`src/rtl/tape_player.sv`:
```
// Cassette playback: streams tape RAM bytes as framed square-wave cells on `out`, timed by ce_tape ticks.
// Each byte costs 2 clk_sys of fetch; pause freezes all timing; TAPE_LEADER_EN adds a leading '1'-cell tone.
module tape_player #(
  parameter int ADDR_W        = 16,
  parameter int HALF0         = 2,
  parameter int HALF1         = 1,
  parameter int STOP_BITS     = 2,
  parameter int LEADER_CYCLES = 256
) (
  input  logic              clk_sys,
  input  logic              reset,
  input  logic              ce_tape,
  input  logic              loaded,
  input  logic [ADDR_W-1:0] length,
  input  logic              pause,
  input  logic [7:0]        data,
  output logic [ADDR_W-1:0] addr,
  output logic              req,
  output logic              out,
  output logic              done
);

  localparam int FW = 9 + STOP_BITS;
  // One counter serves both bits-per-frame and leader cells remaining.
  localparam int CW = ($clog2(LEADER_CYCLES + 1) > 4) ? $clog2(LEADER_CYCLES + 1) : 4;
  localparam logic [3:0]    H0    = 4'(HALF0);
  localparam logic [3:0]    H1    = 4'(HALF1);
  localparam logic [CW-1:0] NBITS = CW'(FW);
  localparam logic [CW-1:0] ONE   = CW'(1);

  typedef enum logic [2:0] {
    S_IDLE,
    S_FETCH,
    S_LATCH,
    S_BIT,
    S_DONE
`ifdef TAPE_LEADER_EN
    , S_LEADER
`endif
  } state_t;

  state_t            state_q, state_d;
  logic [ADDR_W-1:0] addr_q, addr_d;
  logic [ADDR_W-1:0] len_q, len_d;
  logic [ADDR_W-1:0] addr_inc;
  logic [FW-1:0]     sr_q, sr_d;
  logic [CW-1:0]     cnt_q, cnt_d;
  logic [3:0]        tick_q, tick_d, tick_inc, half;
  logic              out_q, out_d;
  logic              req_q, req_d;
  logic              tick, in_cell, cell_end;

  assign tick     = ce_tape & ~pause;
  assign addr_inc = addr_q + ADDR_W'(1);
  assign tick_inc = tick_q + 4'd1;
  assign half     = (state_q == S_BIT && !sr_q[0]) ? H0 : H1;
`ifdef TAPE_LEADER_EN
  assign in_cell  = (state_q == S_BIT) || (state_q == S_LEADER);
`else
  assign in_cell  = (state_q == S_BIT);
`endif

  always_comb begin
    state_d  = state_q;
    addr_d   = addr_q;
    len_d    = len_q;
    sr_d     = sr_q;
    cnt_d    = cnt_q;
    tick_d   = tick_q;
    out_d    = out_q;
    req_d    = req_q;
    cell_end = 1'b0;

    // out doubles as the half-cell phase: high half first, then low half.
    if (in_cell && tick) begin
      if (tick_inc == half) begin
        tick_d = 4'd0;
        if (out_q) out_d = 1'b0;
        else       cell_end = 1'b1;
      end else begin
        tick_d = tick_inc;
      end
    end

    case (state_q)
      S_IDLE: ;
      S_FETCH: state_d = S_LATCH;
      S_LATCH: begin
        sr_d    = {{STOP_BITS{1'b1}}, data, 1'b0};
        cnt_d   = NBITS;
        tick_d  = 4'd0;
        out_d   = 1'b1;
        state_d = S_BIT;
      end
      S_BIT: begin
        if (cell_end) begin
          sr_d  = sr_q >> 1;
          cnt_d = cnt_q - ONE;
          if (cnt_q == ONE) begin
            if (addr_inc < len_q) begin
              addr_d  = addr_inc;
              state_d = S_FETCH;
            end else begin
              state_d = S_DONE;
            end
          end else begin
            out_d = 1'b1;
          end
        end
      end
`ifdef TAPE_LEADER_EN
      S_LEADER: begin
        if (cell_end) begin
          cnt_d = cnt_q - ONE;
          if (cnt_q == ONE) state_d = S_FETCH;
          else              out_d   = 1'b1;
        end
      end
`endif
      S_DONE: begin
        req_d   = 1'b0;
        out_d   = 1'b0;
        state_d = S_IDLE;
      end
      default: state_d = S_IDLE;
    endcase

    // A load pulse restarts from any state, abandoning the current byte.
    if (loaded) begin
      len_d  = length;
      addr_d = '0;
      req_d  = 1'b1;
      out_d  = 1'b0;
      tick_d = 4'd0;
      cnt_d  = '0;
      if (length == '0) begin
        state_d = S_DONE;
      end else begin
`ifdef TAPE_LEADER_EN
        if (LEADER_CYCLES > 0) begin
          state_d = S_LEADER;
          cnt_d   = CW'(LEADER_CYCLES);
          out_d   = 1'b1;
        end else begin
          state_d = S_FETCH;
        end
`else
        state_d = S_FETCH;
`endif
      end
    end
  end

  always_ff @(posedge clk_sys) begin
    if (reset) begin
      state_q <= S_IDLE;
      addr_q  <= '0;
      len_q   <= '0;
      sr_q    <= '0;
      cnt_q   <= '0;
      tick_q  <= 4'd0;
      out_q   <= 1'b0;
      req_q   <= 1'b0;
    end else begin
      state_q <= state_d;
      addr_q  <= addr_d;
      len_q   <= len_d;
      sr_q    <= sr_d;
      cnt_q   <= cnt_d;
      tick_q  <= tick_d;
      out_q   <= out_d;
      req_q   <= req_d;
    end
  end

  assign addr = addr_q;
  assign req  = req_q;
  assign out  = out_q;
  assign done = (state_q == S_DONE);

endmodule

```
`config.mk`:
```
export PLATFORM = sky130hd
export DESIGN_NAME = tape_player
export DESIGN_NICKNAME = d
export VERILOG_FILES = /design/src/rtl/tape_player.sv
export SDC_FILE = /design/constraint.sdc
export NUM_CORES = 1
export LEC_CHECK = 0
export ABC_AREA = 0
export BUFFER_PORTS_ARGS = -buffer_cell sky130_fd_sc_hd__buf_2
export CAP_MARGIN = 20
export CORE_UTILIZATION = 55
export CTS_CLUSTER_SIZE = 12
export DETAILED_ROUTE_END_ITERATION = 10
export PLACE_DENSITY = 0.76
export SLEW_MARGIN = 10
export SYNTH_ARGS = -nofsm -noshare
export SYNTH_HDL_FRONTEND = slang
export SYNTH_SLANG_ARGS = --single-unit
export TNS_END_PERCENT = 10
```
`constraint.sdc`:
```
create_clock -name clk_sys -period 8.4 [get_ports clk_sys]
set_input_delay 0.84 -clock clk_sys [delete_from_list [all_inputs] [get_ports clk_sys]]
set_output_delay 0.84 -clock clk_sys [all_outputs]
set_load 0.05 [all_outputs]
```
-- Yosys cells after proc, flatten, opt, wreduce, memory -nomap -nowiden
Cells that the tools add are included.
- flip-flop bits (word level): 61
- input bits: 29
- output and inout port bits: 19
- logic and storage cells: 58
- $add $sub $neg: 3
- order comparisons: 1
- equality and inequality tests: 10
- muxes and demuxes: 22
- bitwise gates (word level): 2
- reduce and logical (&&, ||, !) cells: 12
- operators with widths (operator ; number):
    $pmux 11 s2 ; 1
    $pmux 9 s2 ; 1
    $add 16x1->16 const B ; 1
    $logic_not 16->1 ; 1
    $lt 16x16->1 ; 1
    $mux 3 ; 5
    $pmux 3 s4 ; 1
    $mux 11 ; 1
    $eq 9x1->1 const B ; 1
    $mux 1 ; 9
    $mux 9 ; 1
    $sub 9x1->9 const B ; 1
    $eq 3x2->1 const B ; 2
    $ne 3x2->1 const B ; 2
    $add 4x1->4 const B ; 1
    $eq 4x2->1 ; 1
    $mux 4 ; 1
    $reduce_and 4->1 ; 1
    $reduce_bool 2->1 ; 2
    $eq 3x1->1 const B ; 1
    $eq 3x3->1 const B ; 1
    $logic_not 3->1 ; 1
    $pmux 1 s3 ; 1
    $reduce_and 3->1 ; 1
    10 further kinds ; 11

-- Logic depth before layout (Yosys ltp)
- depth after elaboration: 9
- mapped depth: 14
- depth with buffers taken out: 13

-- Worst setup path before layout
No wires, ideal clock.
- path kind: register -> register
- start point: register addr_q[2], in the netlist addr[2]
- end point: register addr_q[6], in the netlist addr[6]
- library setup time: 0.070 ns
- arrival time: 3.497 ns
- data required time: 8.330 ns
- path slack: 4.833 ns
- stages on the path, launching flop included: 14
- buffers on the path: 1
- clock period less this slack: 3.567 ns
- cell sequence: dfxtp_1 > nand3_1 > nor4b_2 > nand3_1 > or2_2 > xnor2_1 > ha_1 > nand2_1 > nor3_1 > a221oi_1 > nand4_1 > buf_2 > or3_1 > a21oi_1
- cells in the longest elaborated chain, start to end: 3
- ends and longest elaborated chain (element ; RTL line ; RTL):
    from (decl) ; 43 ; logic [ADDR_W-1:0] addr_q, addr_d;
    from (signal assigned) ; 166 ; addr_q <= addr_d;
    $add 16x1->16 ; 54 ; assign addr_inc = addr_q + ADDR_W'(1);
    named net addr_inc[15] ; 45 ; logic [ADDR_W-1:0] addr_inc;
    $lt 16x16->1 ; 100 ; if (addr_inc < len_q) begin
    $reduce_and 4->1 (no line) ; n/a ;
The timed path passes the listed nets, and every way through them passes these cells.
A chain may end at the register's enable or synchronous reset.

-- Worst setup path after layout
- start point: register addr_q[2], in the netlist addr[2]
- end point: register addr_q[11], in the netlist addr[11]
The elaborated chain is that of the path after synthesis.

==> out/qor.csv <==
metric;value;unit
layout cells sized above 1;0.178;
dpl cells;483;
Final HPWL DP;5190;um
Worst-Margin Slew;0.623;ns
Multi-input gate area;1890;um^2
Setup CP Type;register to register;
first-pass GRT wire length;11900;um
Residual DRC;0;
via count;2773;
root buffer cell;clkbuf_8;
Worst EP arrival;3.77;ns
Clk Latency, worst-skew pair;0.34;ns
first-pass detailed-route iteration total;4;
post-route cell area;3750;um^2
clk sinks;61;
most common flop cell mapped by yosys;dfxtp_1;
remaining antenna violation count;0;
Die W;79.0;um
largest net degree at the start of global routing;33;
synthesized instance count;379;
vias in the first global route;2597;
post-CTS sizing;0;
die area;6240;um^2
final setup fails;0;
share of the yosys chip area belonging to registers;0.374;
initial antenna violation count;0;
EDFF count, synth;0;
Synth Area in XOR/XNOR;0.0725;
Synth Area in Simple Gates;0.235;
number of synthesis warnings;0;
Layout area overhead;14.9;%
TNS Setup;0;ns
Worst setup EP type;register;
Max Cap Viol;0;
worst setup path endpoint;addr[11];
hold slack;0.454;ns
fill count;506;
diodes inserted;0;
min cycle time layout;3.50;ns
Total GRT Usage;0.247;
nets;471;
Rel. slew slack;0.585;
Final Non-Filler Cells;499;
Row Count;27;
RSZ-0062 raised after global routing;no;
CP startpoint;addr[2];
Yosys cell types;43;
placed inst area;3520;um^2
Post-Syn Area;3260;um^2
Synth Area in Compound Gates;0.117;
run status;finished clean;
CP Data Required Time;8.67;ns
clk_skew;0.00919;ns
startpoint types;register;
grt ovf;0;
placer congestion estimate;0.860;
Buffers on Ports;47;
Starting Density;0.582;
hold violation count in the final report;0;
RR Endpoint;addr[11];
core area;5610;um^2
fmax;286;MHz
Initial DRC Count;154;
Vias per Instance;5.56;
CTS Buf Count;9;
area share of fa/ha/maj cells after synthesis;0.0729;
hold bufs inserted after CTS;0;
Final Cycle Share;0.416;
CTS clk-pin slew, worst paths;0.07;ns
IO Pins;48;
r2r worst-path depth;13;
die height;79.0;um
CP max FO;28;
Net Count, Synth;427;
Leakage;0.00158;uW
sequential cell area;1220;um^2
total power density per cell area;170;nW/um^2
#FFs+latches synth;61;
async set-or-reset flop fraction in the synthesized netlist;0;
number of setup buffers added after CTS;0;
routed len/inst;14.2;um
Worst Hold Class;register to register;
worst reg2reg setup slack;4.90;ns
main combinational cell family by area after synthesis;simple AND/OR/NAND/NOR gates;
maximum vdd drop;0.131;mV
CTS H-tree depth;3;
mux cell area share after synthesis;0.0828;
clk buf depth;2;
CTS tree;yes;
Routed WL;7100;um
reg-to-reg critical path startpoint;addr[2];
synthesized area per cell;8.61;um^2
pins over their slew limit;0;
==> worst max-delay path, stage by stage (launching register included) <==
cell and delay (ns):
dfxtp_1 0.43, nand3_1 0.26, nor4b_2 0.40, nand3_1 0.19, or2_2 0.36, xnor2_1 0.14
ha_1 0.29, nand2_1 0.09, nor3_1 0.07, a221oi_1 0.30, nand4_1 0.20, buf_6 0.23
or3_1 0.31, a21oi_1 0.14
==> routing by layer <==
metal,wire [um],vias up,GRT usage
li1,-,1414,-
met2,3410,56,0.410
met1,3230,1284,0.310
met5,0,-,0
met3,293,19,0.0437
met4,164,0,0.113
==> cells in the final DEF, fill, tap and decap left out, types with 11 or more instances in the layout <==
cell / instances
dfxtp_1: 61
nor2_1: 52
buf_2: 47
mux2i_1: 27
inv_1: 21
o21ai_0: 21
a21oi_1: 20
ha_1: 19
nand3_1: 16
nand2_1: 16
xnor2_1: 16
or3_1: 15
a211oi_1: 12
xor2_1: 11
==> synthesized netlist by cell type (2+ instances only) <==
cell type,number,share of area
clkbuf_1,8,0.0092
nor2b_1,2,0.0038
dfxtp_1,61,0.37
buf_1,4,0.0046
and2_1,2,0.0038
and3_1,2,0.0038
xnor2_1,16,0.043
o21ai_0,21,0.032
a211oi_1,12,0.028
or3_1,15,0.029
buf_2,3,0.0046
nand4_1,5,0.0096
nand3b_1,4,0.0092
xor2_1,11,0.030
or2_2,6,0.012
nand3_1,16,0.025
nand2_1,16,0.018
or4_1,2,0.0046
nor3_1,8,0.012
inv_1,21,0.024
and3b_1,3,0.0081
nor4b_2,2,0.0092
ha_1,19,0.073
nor4_1,5,0.0096
mux2i_1,27,0.083
a21oi_1,20,0.031
nor2_1,52,0.060
==> stage by stage <==
step | util | setup slack [ns] | total power (uW)
2_1_floorplan | - | 4.83 | 342
3_3_place_gp | 0.629 | 4.36 | 356
3_5_place_dp | 0.629 | 4.25 | 358
4_1_cts | 0.666 | 4.22 | 644
5_1_grt | 0.668 | 4.57 | 665
6_report | 0.668 | 4.90 | 639
==> flip-flops by register name, indices dropped and copies added (netlist names) <==
register / count
tick_q: 4
addr: 16
cnt_q: 9
req: 1
state_q: 3
sr_q: 11
out: 1
len_q: 16
==> final cells by class <==
| type | count | share of cell area |
|---|---|---|
| multi-input cells | 281 | 0.505 |
| clock inverters | 5 | 0.0200 |
| clock buffers | 10 | 0.0367 |
| repair buffers | 49 | 0.0678 |
| well taps | 72 | 0.0240 |
| flip-flops and latches | 61 | 0.326 |
| inverters | 21 | 0.0210 |
==> power by group <==
part	leakage (uW)	switching, uW	internal, uW	total [uW]
combinational	0.000975	29.1	20.1	49.3
clock	0.000112	115	172	287
sequential	0.000496	4.98	297	302
==> worst min path at each step <==
stage            start      end  slack (ns)  cells after the start
2_1_floorplan  sr_q[0]  sr_q[0]        0.43                      2
3_3_place_gp   sr_q[0]  sr_q[0]        0.45                      2
3_5_place_dp   sr_q[0]  sr_q[0]        0.45                      2
4_1_cts        sr_q[0]  sr_q[0]        0.46                      2
5_1_grt        sr_q[0]  sr_q[0]        0.48                      2
6_report       sr_q[0]  sr_q[0]        0.45                      2
==> cells by family after synthesis <==
kind of cell    Yosys count
simple gates            146
compound gates           62
flops                    61
buf+inv                  37
xor+xnor                 27
mux                      27
fa+ha+maj                19
Power figures use the tool's default switching activity.
